==> src/rtl/mcu_bridge_pkg.sv <==
// Shared constants and types for the MCU-to-memory write bridge.
package mcu_bridge_pkg;

  localparam logic [2:0] REG_ADDR0  = 3'd0;
  localparam logic [2:0] REG_ADDR1  = 3'd1;
  localparam logic [2:0] REG_ADDR2  = 3'd2;
  localparam logic [2:0] REG_DATA   = 3'd3;
  localparam logic [2:0] REG_CTRL   = 3'd4;
  localparam logic [2:0] REG_STATUS = 3'd5;

  localparam int CTRL_AUTO_INC_BIT = 0;
  localparam int CTRL_CLR_OVF_BIT  = 7;
  localparam logic [7:0] CTRL_RESET = 8'h01;

  localparam int STATUS_FULL_BIT  = 0;
  localparam int STATUS_EMPTY_BIT = 1;
  localparam int STATUS_OVF_BIT   = 2;
  localparam int STATUS_LEVEL_LSB = 3;
  localparam int STATUS_LEVEL_W   = 5;

  typedef enum logic [1:0] {
    IDLE = 2'd0,
    REQ  = 2'd1,
    GAP  = 2'd2
  } drain_state_t;

endpackage

==> src/rtl/mcu_write_fifo.sv <==
// Synchronous write FIFO; pointers carry an extra MSB so full/empty need no extra flag.
module mcu_write_fifo #(
  parameter int WIDTH = 25,
  parameter int DEPTH = 4
) (
  input  logic                       clock,
  input  logic                       reset,
  input  logic                       push,
  input  logic                       pop,
  input  logic [WIDTH-1:0]           pushData,
  output logic [WIDTH-1:0]           headData,
  output logic                       full,
  output logic                       empty,
  output logic [$clog2(DEPTH):0]     level
);

  localparam int PTR_W = $clog2(DEPTH) + 1;

  logic [WIDTH-1:0] mem_r [DEPTH];
  logic [PTR_W-1:0] wrPtr_r;
  logic [PTR_W-1:0] rdPtr_r;
  logic             doPush_s;
  logic             doPop_s;

  assign level    = wrPtr_r - rdPtr_r;
  assign full     = (level == PTR_W'(DEPTH));
  assign empty    = (wrPtr_r == rdPtr_r);
  assign doPush_s = push && (!full || pop);
  assign doPop_s  = pop && !empty;
  assign headData = mem_r[rdPtr_r[PTR_W-2:0]];

  // pointer advance
  always_ff @(posedge clock or posedge reset) begin
    if (reset) begin
      wrPtr_r <= '0;
      rdPtr_r <= '0;
    end else begin
      if (doPush_s) wrPtr_r <= wrPtr_r + PTR_W'(1);
      if (doPop_s)  rdPtr_r <= rdPtr_r + PTR_W'(1);
    end
  end

  // storage write
  always_ff @(posedge clock) begin
    if (doPush_s) mem_r[wrPtr_r[PTR_W-2:0]] <= pushData;
  end

endmodule

==> src/rtl/mcu_write_bridge.sv <==
// MCU register bus to memory-manager write bridge: synchronisers, register file,
// write FIFO and request/complete drain FSM.
module mcu_write_bridge
  import mcu_bridge_pkg::*;
#(
  parameter int ADDR_WIDTH  = 17,
  parameter int DATA_WIDTH  = 8,
  parameter int FIFO_DEPTH  = 4,
  parameter int SYNC_STAGES = 2
) (
  input  logic                          reset,
  input  logic                          clock,
  input  logic                          mcu_chip_select,
  input  logic                          mcu_write_enable_n,
  input  logic [2:0]                    mcu_register_select,
  input  logic [DATA_WIDTH-1:0]         mcu_data_in,
  output logic [DATA_WIDTH-1:0]         mcu_data_out,
  output logic                          mcu_data_oe,
  output logic [ADDR_WIDTH-1:0]         memory_address,
  output logic [DATA_WIDTH-1:0]         memory_write_data,
  output logic                          memory_write_request,
  input  logic                          memory_write_complete,
  output logic [$clog2(FIFO_DEPTH):0]   fifo_level
);

  localparam int EXT_W   = 3 * DATA_WIDTH;
  localparam int ENTRY_W = ADDR_WIDTH + DATA_WIDTH;
  localparam logic [DATA_WIDTH-1:0] CTRL_STORE_MASK = ~(DATA_WIDTH'(1) << CTRL_CLR_OVF_BIT);

  function automatic logic [DATA_WIDTH-1:0] addrByte(input logic [ADDR_WIDTH-1:0] a, input int k);
    logic [EXT_W-1:0] ext;
    ext = EXT_W'(a);
    return ext[k*DATA_WIDTH +: DATA_WIDTH];
  endfunction

  function automatic logic [ADDR_WIDTH-1:0] addrWrite(input logic [ADDR_WIDTH-1:0] a, input int k,
                                                      input logic [DATA_WIDTH-1:0] d);
    logic [EXT_W-1:0] ext;
    ext = EXT_W'(a);
    ext[k*DATA_WIDTH +: DATA_WIDTH] = d;
    return ext[ADDR_WIDTH-1:0];
  endfunction

  logic [SYNC_STAGES-1:0] strobeSync_r;
  logic [2:0]             selSync_r  [SYNC_STAGES];
  logic [DATA_WIDTH-1:0]  dataSync_r [SYNC_STAGES];
  logic                   syncStrobe_s;
  logic                   strobePrev_r;
  logic [2:0]             selHold_r;
  logic [DATA_WIDTH-1:0]  dataHold_r;
  logic                   commit_s;

  logic [ADDR_WIDTH-1:0]  addr_r;
  logic [DATA_WIDTH-1:0]  ctrl_r;
  logic [DATA_WIDTH-1:0]  lastData_r;
  logic                   overflow_r;

  logic                   pushReq_s;
  logic                   pushOk_s;
  logic                   fifoPush_s;
  logic                   pop_s;
  logic                   fifoFull_s;
  logic                   fifoEmpty_s;
  logic [ENTRY_W-1:0]     fifoHead_s;
  logic [$clog2(FIFO_DEPTH):0] fifoLevel_s;

  drain_state_t           state_r;
  drain_state_t           nextState_s;
  logic                   loadHead_s;
  logic                   requestNext_s;
  logic                   request_r;
  logic [ADDR_WIDTH-1:0]  memAddr_r;
  logic [DATA_WIDTH-1:0]  memData_r;

  logic [31:0]                 levelWide_s;
  logic [STATUS_LEVEL_W-1:0]   levelSat_s;
  logic [DATA_WIDTH-1:0]       statusByte_s;

  assign syncStrobe_s = strobeSync_r[SYNC_STAGES-1];
  assign commit_s     = strobePrev_r && !syncStrobe_s;
  assign pop_s        = (state_r == REQ) && memory_write_complete;
  assign pushReq_s    = commit_s && (selHold_r == REG_DATA);
  assign pushOk_s     = !fifoFull_s || pop_s;
  assign fifoPush_s   = pushReq_s && pushOk_s;

  // synchroniser chains for the asynchronous MCU bus
  always_ff @(posedge clock or posedge reset) begin
    if (reset) begin
      strobeSync_r <= '0;
      for (int i = 0; i < SYNC_STAGES; i++) begin
        selSync_r[i]  <= 3'd0;
        dataSync_r[i] <= '0;
      end
    end else begin
      strobeSync_r  <= {strobeSync_r[SYNC_STAGES-2:0], mcu_chip_select && !mcu_write_enable_n};
      selSync_r[0]  <= mcu_register_select;
      dataSync_r[0] <= mcu_data_in;
      for (int i = 1; i < SYNC_STAGES; i++) begin
        selSync_r[i]  <= selSync_r[i-1];
        dataSync_r[i] <= dataSync_r[i-1];
      end
    end
  end

  // hold the select/data seen while the synchronised strobe was high
  always_ff @(posedge clock or posedge reset) begin
    if (reset) begin
      strobePrev_r <= 1'b0;
      selHold_r    <= 3'd0;
      dataHold_r   <= '0;
    end else begin
      strobePrev_r <= syncStrobe_s;
      if (syncStrobe_s) begin
        selHold_r  <= selSync_r[SYNC_STAGES-1];
        dataHold_r <= dataSync_r[SYNC_STAGES-1];
      end
    end
  end

  // register file updates on commit
  always_ff @(posedge clock or posedge reset) begin
    if (reset) begin
      addr_r     <= '0;
      ctrl_r     <= DATA_WIDTH'(CTRL_RESET);
      lastData_r <= '0;
      overflow_r <= 1'b0;
    end else if (commit_s) begin
      case (selHold_r)
        REG_ADDR0: addr_r <= addrWrite(addr_r, 0, dataHold_r);
        REG_ADDR1: addr_r <= addrWrite(addr_r, 1, dataHold_r);
        REG_ADDR2: addr_r <= addrWrite(addr_r, 2, dataHold_r);
        REG_DATA: begin
          if (pushOk_s) begin
            lastData_r <= dataHold_r;
            if (ctrl_r[CTRL_AUTO_INC_BIT]) addr_r <= addr_r + ADDR_WIDTH'(1);
          end else begin
            overflow_r <= 1'b1;
          end
        end
        REG_CTRL: begin
          ctrl_r <= dataHold_r & CTRL_STORE_MASK;
          if (dataHold_r[CTRL_CLR_OVF_BIT]) overflow_r <= 1'b0;
        end
        default: ;
      endcase
    end
  end

  mcu_write_fifo #(
    .WIDTH (ENTRY_W),
    .DEPTH (FIFO_DEPTH)
  ) u_fifo (
    .clock    (clock),
    .reset    (reset),
    .push     (fifoPush_s),
    .pop      (pop_s),
    .pushData ({addr_r, dataHold_r}),
    .headData (fifoHead_s),
    .full     (fifoFull_s),
    .empty    (fifoEmpty_s),
    .level    (fifoLevel_s)
  );

  // drain state register
  always_ff @(posedge clock or posedge reset) begin
    if (reset) state_r <= IDLE;
    else       state_r <= nextState_s;
  end

  // drain next-state
  always_comb begin
    nextState_s = state_r;
    case (state_r)
      IDLE:    if (!fifoEmpty_s) nextState_s = REQ; else nextState_s = IDLE;
      REQ:     if (memory_write_complete) nextState_s = GAP; else nextState_s = REQ;
      GAP:     nextState_s = IDLE;
      default: nextState_s = IDLE;
    endcase
  end

  // drain output decode
  always_comb begin
    loadHead_s    = (state_r == IDLE) && !fifoEmpty_s;
    requestNext_s = (nextState_s == REQ);
  end

  // registered memory-side outputs; address/data only change when loading a new head
  always_ff @(posedge clock or posedge reset) begin
    if (reset) begin
      request_r <= 1'b0;
      memAddr_r <= '0;
      memData_r <= '0;
    end else begin
      request_r <= requestNext_s;
      if (loadHead_s) {memAddr_r, memData_r} <= fifoHead_s;
    end
  end

  // STATUS byte with the level field saturated to its width
  always_comb begin
    levelWide_s  = 32'(fifoLevel_s);
    if (levelWide_s > 32'd31) levelSat_s = 5'd31;
    else                      levelSat_s = levelWide_s[STATUS_LEVEL_W-1:0];
    statusByte_s = '0;
    statusByte_s[STATUS_FULL_BIT]  = fifoFull_s;
    statusByte_s[STATUS_EMPTY_BIT] = fifoEmpty_s;
    statusByte_s[STATUS_OVF_BIT]   = overflow_r;
    statusByte_s[STATUS_LEVEL_LSB +: STATUS_LEVEL_W] = levelSat_s;
  end

  // read mux uses the raw select so firmware sees data within the bus cycle
  always_comb begin
    case (mcu_register_select)
      REG_ADDR0:  mcu_data_out = addrByte(addr_r, 0);
      REG_ADDR1:  mcu_data_out = addrByte(addr_r, 1);
      REG_ADDR2:  mcu_data_out = addrByte(addr_r, 2);
      REG_DATA:   mcu_data_out = lastData_r;
      REG_CTRL:   mcu_data_out = ctrl_r;
      REG_STATUS: mcu_data_out = statusByte_s;
      default:    mcu_data_out = '0;
    endcase
  end

  assign mcu_data_oe          = mcu_chip_select && mcu_write_enable_n;
  assign memory_address       = memAddr_r;
  assign memory_write_data    = memData_r;
  assign memory_write_request = request_r;
  assign fifo_level           = fifoLevel_s;

endmodule

==> config.mk <==
export PLATFORM = sky130hd
export DESIGN_NAME = mcu_write_bridge
export DESIGN_NICKNAME = d
export VERILOG_FILES = /design/src/rtl/mcu_bridge_pkg.sv /design/src/rtl/mcu_write_fifo.sv /design/src/rtl/mcu_write_bridge.sv
export SDC_FILE = /design/constraint.sdc
export NUM_CORES = 1
export LEC_CHECK = 0
export CORE_MARGIN = 1.5
export CORE_UTILIZATION = 50
export CTS_CLUSTER_SIZE = 10
export DETAILED_ROUTE_END_ITERATION = 10
export PLACE_DENSITY = 0.7
export SKIP_LAST_GASP = 1
export SYNTH_ARGS = -nofsm -noshare
export SYNTH_HDL_FRONTEND = slang
export SYNTH_SLANG_ARGS = --single-unit
==> constraint.sdc <==
create_clock -name clock -period 3.3 [get_ports clock]
set_input_delay 0.66 -clock clock [delete_from_list [all_inputs] [get_ports clock]]
set_output_delay 0.66 -clock clock [all_outputs]
set_load 0.05 [all_outputs]
==> impl_metrics.py <==
metrics = {
    "synth": {
        "synth_seq_cells": 203,
        "synth_edf_count": 100,
        "netlist_area_um2": 8210,
        "ys_warn_count": 0,
        "yosysUniqueCellTypes": 49,
        "synth_top_cell_area_share": 0.366,
        "syn_inst": 540,
        "avgSynthCellArea_um2": 15.2,
        "synth_top_flop_cell": "dfrtp_1",
        "synth_nets": 565,
        "synth_area_leaders": "edfxtp_1 37%, dfrtp_1 31%, mux4_2 7.1%, mux2_2 5.6%, nand2_1 2.1%",
        "yosysTopAreaCell": "edfxtp_1",
        "async_flop_share": 0.507,
        "yosysSeqAreaShare": 0.680,
    },
    "critical_path": {
        "worst-path-stages": 8,
        "critPathArrivalTime_ns": 2.54,
        "critical_path_buf_inv_count": 2,
        "path_class": "reg -> out",
        "path_delay_family": "adder cells",
        "cp_slowest_cell": "dfrtp_1",
        "crit_required_ns": 2.64,
        "endpoint_kind": "output port",
        "crit_path_start": "u_fifo.wrPtr_r[0]$_DFFE_PP0P_",
        "rrSetupSlack_ns": 0.50,
        "rr_endpoint": "u_fifo.mem_r[2][8]$_DFFE_PP_",
        "r2r_start": "u_fifo.wrPtr_r[0]$_DFFE_PP0P_",
        "r2r_cells": 9,
        "crit_fanout": 5,
        "cpPeakStageDelay_ns": 0.37,
        "start_kind": "register",
        "worstPathCellList": "inv_1 -> ha_1 -> fa_1 -> xnor3_2 -> nor3_1 -> a21oi_1 -> o22ai_2 -> buf_12",
        "endpoint": "mcu_data_out[0]",
    },
    "drt": {
        "ant_nets": 0,
        "postRouteWirelength_um": 16400,
        "vias": 4719,
        "wl_met1_um": 7110,
        "vias_per_cell": 5.61,
        "dr.max_layer_used": "met4",
        "drc": 0,
        "dr_wl_met2_um": 7830,
        "avgRoutedWirePerCell_um": 19.5,
        "dr.first_iter.drc_count": 379,
        "wl_met3_um": 922,
        "dr.pass1.iters": 5,
    },
    "clocking": {
        "ctsHoldBuffers": 0,
        "cts_tree": "built",
        "root_buffer": "clkbuf_16",
        "numCtsBuffers": 24,
        "cts.path.max_buffers": 3,
        "cts.sinks": 203,
        "insertion_delay_ns": 0.50,
        "ctsHtreeMaxLevel": 1,
        "path_clk_slew_ns": 0.05,
    },
    "place": {
        "place_hpwl_um": 10600,
        "gp_congestion": 0.886,
        "dp_cells": 796,
        "place_ws_ns": 0.320,
        "port_buffers": 53,
    },
    "floorplan": {
        "die_h_um": 131,
        "core_um2": 15900,
        "die_x_um": 131,
        "pin_count": 54,
        "initial_core_util": 0.515,
        "fp.dieArea_um2": 17200,
        "rows": 46,
    },
    "finish": {
        "register_area_um2": 5580,
        "post-route-util": 0.617,
        "antenna_cells": 0,
        "fillers": 1212,
        "syn2layout_area_growth_pct": 19.7,
        "finalNetCount": 633,
        "drive_above_1_share": 0.227,
        "multi_input_area_um2": 2460,
        "layoutNonFillerInstCount": 841,
    },
    "timing": {
        "slew_viol_final": 0,
        "finalClockSkew_ns": 0.00705,
        "slew_headroom": 0.360,
        "rsz0062_at_grt": "yes",
        "worst_slack_ns": 0.104,
        "hold_viol_final": 0,
        "timing.final.crit_share": 0.969,
        "worst_slew_pin_slew_ns": 0.958,
        "fmax_mhz": 313,
        "period_minus_slack_ns": 3.20,
        "hold_ws_ns": 0.340,
        "setup_viol": 0,
    },
    "run": {
        "max_cap_viol_count": 0,
    },
    "outcome": {
        "status": "finished clean",
    },
    "min_path": {
        "hold_class": "reg -> reg",
        "holdPathStages": 0,
    },
    "power": {
        "p_leak_nw": 3.75,
        "vdd_drop_max_mv": 0.645,
        "power_density_nw_per_um2": 989,
    },
    "global_routing": {
        "grt_pass1_vias": 4958,
        "grt_max_degree": 38,
        "grt_pass1_wl_um": 26400,
        "antenna_found_initial": 0,
        "grt_usage": 0.196,
        "grt-ovfl-total": 0,
    },
}
-- sequential cells by signal, indices dropped and copies added (netlist names) --
signal                count
lastData_r                8
u_fifo.wrPtr_r            3
selHold_r                 3
u_fifo.rdPtr_r            3
state_r                   2
strobeSync_r              2
dataSync_r               16
memory_address           17
overflow_r                1
ctrl_r                    7
selSync_r                 6
dataHold_r                8
memory_write_request      1
memory_write_data         8
u_fifo.mem_r            100
addr_r                   17
strobePrev_r              1
-- power breakdown --
group          internal (W)  switching, W  leakage [nW]  total [W]
Clock               0.00140      0.000923         0.328    0.00233
Combinational       0.00159       0.00198          1.27    0.00357
Sequential          0.00326      0.000572          2.15    0.00383
-- cells by family (layout without fill, tap and decap cells) --
logic type / after synthesis / in the layout / synth area share
compound gates: 87 / 87 / 0.0686
xor+xnor: 6 / 6 / 0.00823
fa+ha+maj: 9 / 9 / 0.0146
buf+inv: 38 / 123 / 0.0221
flops: 203 / 203 / 0.680
mux: 71 / 71 / 0.132
simple gates: 126 / 126 / 0.0745
-- routing by layer --
metal  GRT usage  vias up
met1       0.272     2373
li1            -     2147
met3      0.0324       36
met5           0        -
met2       0.311      163
met4      0.0787        0
-- how the worst min path moves through the flow --
stage | end | startpoint | slack (ns)
after detailed placement | dataSync_r[3]$_DFF_PP0_ | dataSync_r[11]$_DFF_PP0_ | 0.33
after global placement | dataSync_r[5]$_DFF_PP0_ | dataSync_r[13]$_DFF_PP0_ | 0.33
final | selSync_r[0]$_DFF_PP0_ | selSync_r[3]$_DFF_PP0_ | 0.34
after global routing | dataSync_r[7]$_DFF_PP0_ | dataSync_r[15]$_DFF_PP0_ | 0.35
after CTS | selSync_r[0]$_DFF_PP0_ | selSync_r[3]$_DFF_PP0_ | 0.35
after floorplan | dataSync_r[0]$_DFF_PP0_ | dataSync_r[8]$_DFF_PP0_ | 0.33
-- area by class of cell --
| cell class | instances | area share |
|---|---|---|
| inverters | 13 | 0.00534 |
| flip-flops and latches | 203 | 0.568 |
| clock inverters | 1 | 0.000763 |
| clock buffers | 42 | 0.0701 |
| well taps | 216 | 0.0275 |
| repair buffers | 67 | 0.0788 |
| multi-input cells | 299 | 0.250 |
-- per-stage QoR --
stage / cell area [um^2] / total power, W / TNS [ns]
after floorplan: 8220 / 0.00608 / 0
after global placement: 9110 / 0.00726 / 0
after detailed placement: 9110 / 0.00740 / 0
after CTS: 9810 / 0.00975 / 0
after global routing: 9830 / 0.0102 / -0.0495
final: 9830 / 0.00973 / 0
-- repair_timing --
action	4_1_cts	5_1_grt
setup buffers	0	2
pin swaps	0	0
hold endpoints to repair	0	0
gates resized for setup	1	2
setup endpoints to repair	1	3
-- worst register-to-register path, stage by stage (launching register included) --
cell     delay (ns)
dfrtp_1        0.37
inv_1          0.11
ha_1           0.21
fa_1           0.37
xnor3_2        0.32
buf_4          0.15
nor3_4         0.05
nor2b_2        0.30
and2_1         0.18
buf_4          0.37
-- cell usage after synthesis (2+ instances only) --
| cell | instances |
|---|---|
| edfxtp_1 | 100 |
| mux2_2 | 41 |
| a31oi_1 | 3 |
| nand3_1 | 10 |
| nor2_1 | 31 |
| mux4_2 | 26 |
| o21ai_1 | 8 |
| a32oi_1 | 5 |
| ha_1 | 8 |
| inv_1 | 13 |
| mux2i_1 | 4 |
| o21ai_0 | 12 |
| nor2b_1 | 2 |
| a211oi_1 | 3 |
| and2_1 | 8 |
| dfrtp_1 | 102 |
| a21oi_1 | 25 |
| xnor2_1 | 4 |
| nand2_1 | 46 |
| nor3_1 | 4 |
| and3_1 | 4 |
| clkbuf_1 | 8 |
| o22ai_1 | 8 |
| nor4b_1 | 2 |
| a22oi_1 | 8 |
| nand2b_1 | 7 |
| buf_2 | 12 |
| nand2_2 | 2 |
| a211o_2 | 2 |
| o21ai_2 | 9 |
| buf_1 | 3 |
| and3b_1 | 2 |
| nor4_1 | 2 |
-- layout by cell type, fill, tap and decap left out, types with 5 or more instances in the layout --
cell and instances:
a21oi_1 25, a22oi_1 8, a32oi_1 5, and2_1 8, buf_12 13, buf_4 11, clkbuf_1 17, clkbuf_16 25
clkdlybuf4s50_1 42, dfrtp_1 102, edfxtp_1 100, ha_1 8, inv_1 12, mux2_2 41, mux4_2 26, nand2_1 45
nand2b_1 7, nand3_1 10, nor2_1 31, o21ai_0 12, o21ai_1 8, o21ai_2 9, o22ai_1 7
Power figures use the tool's default switching activity.
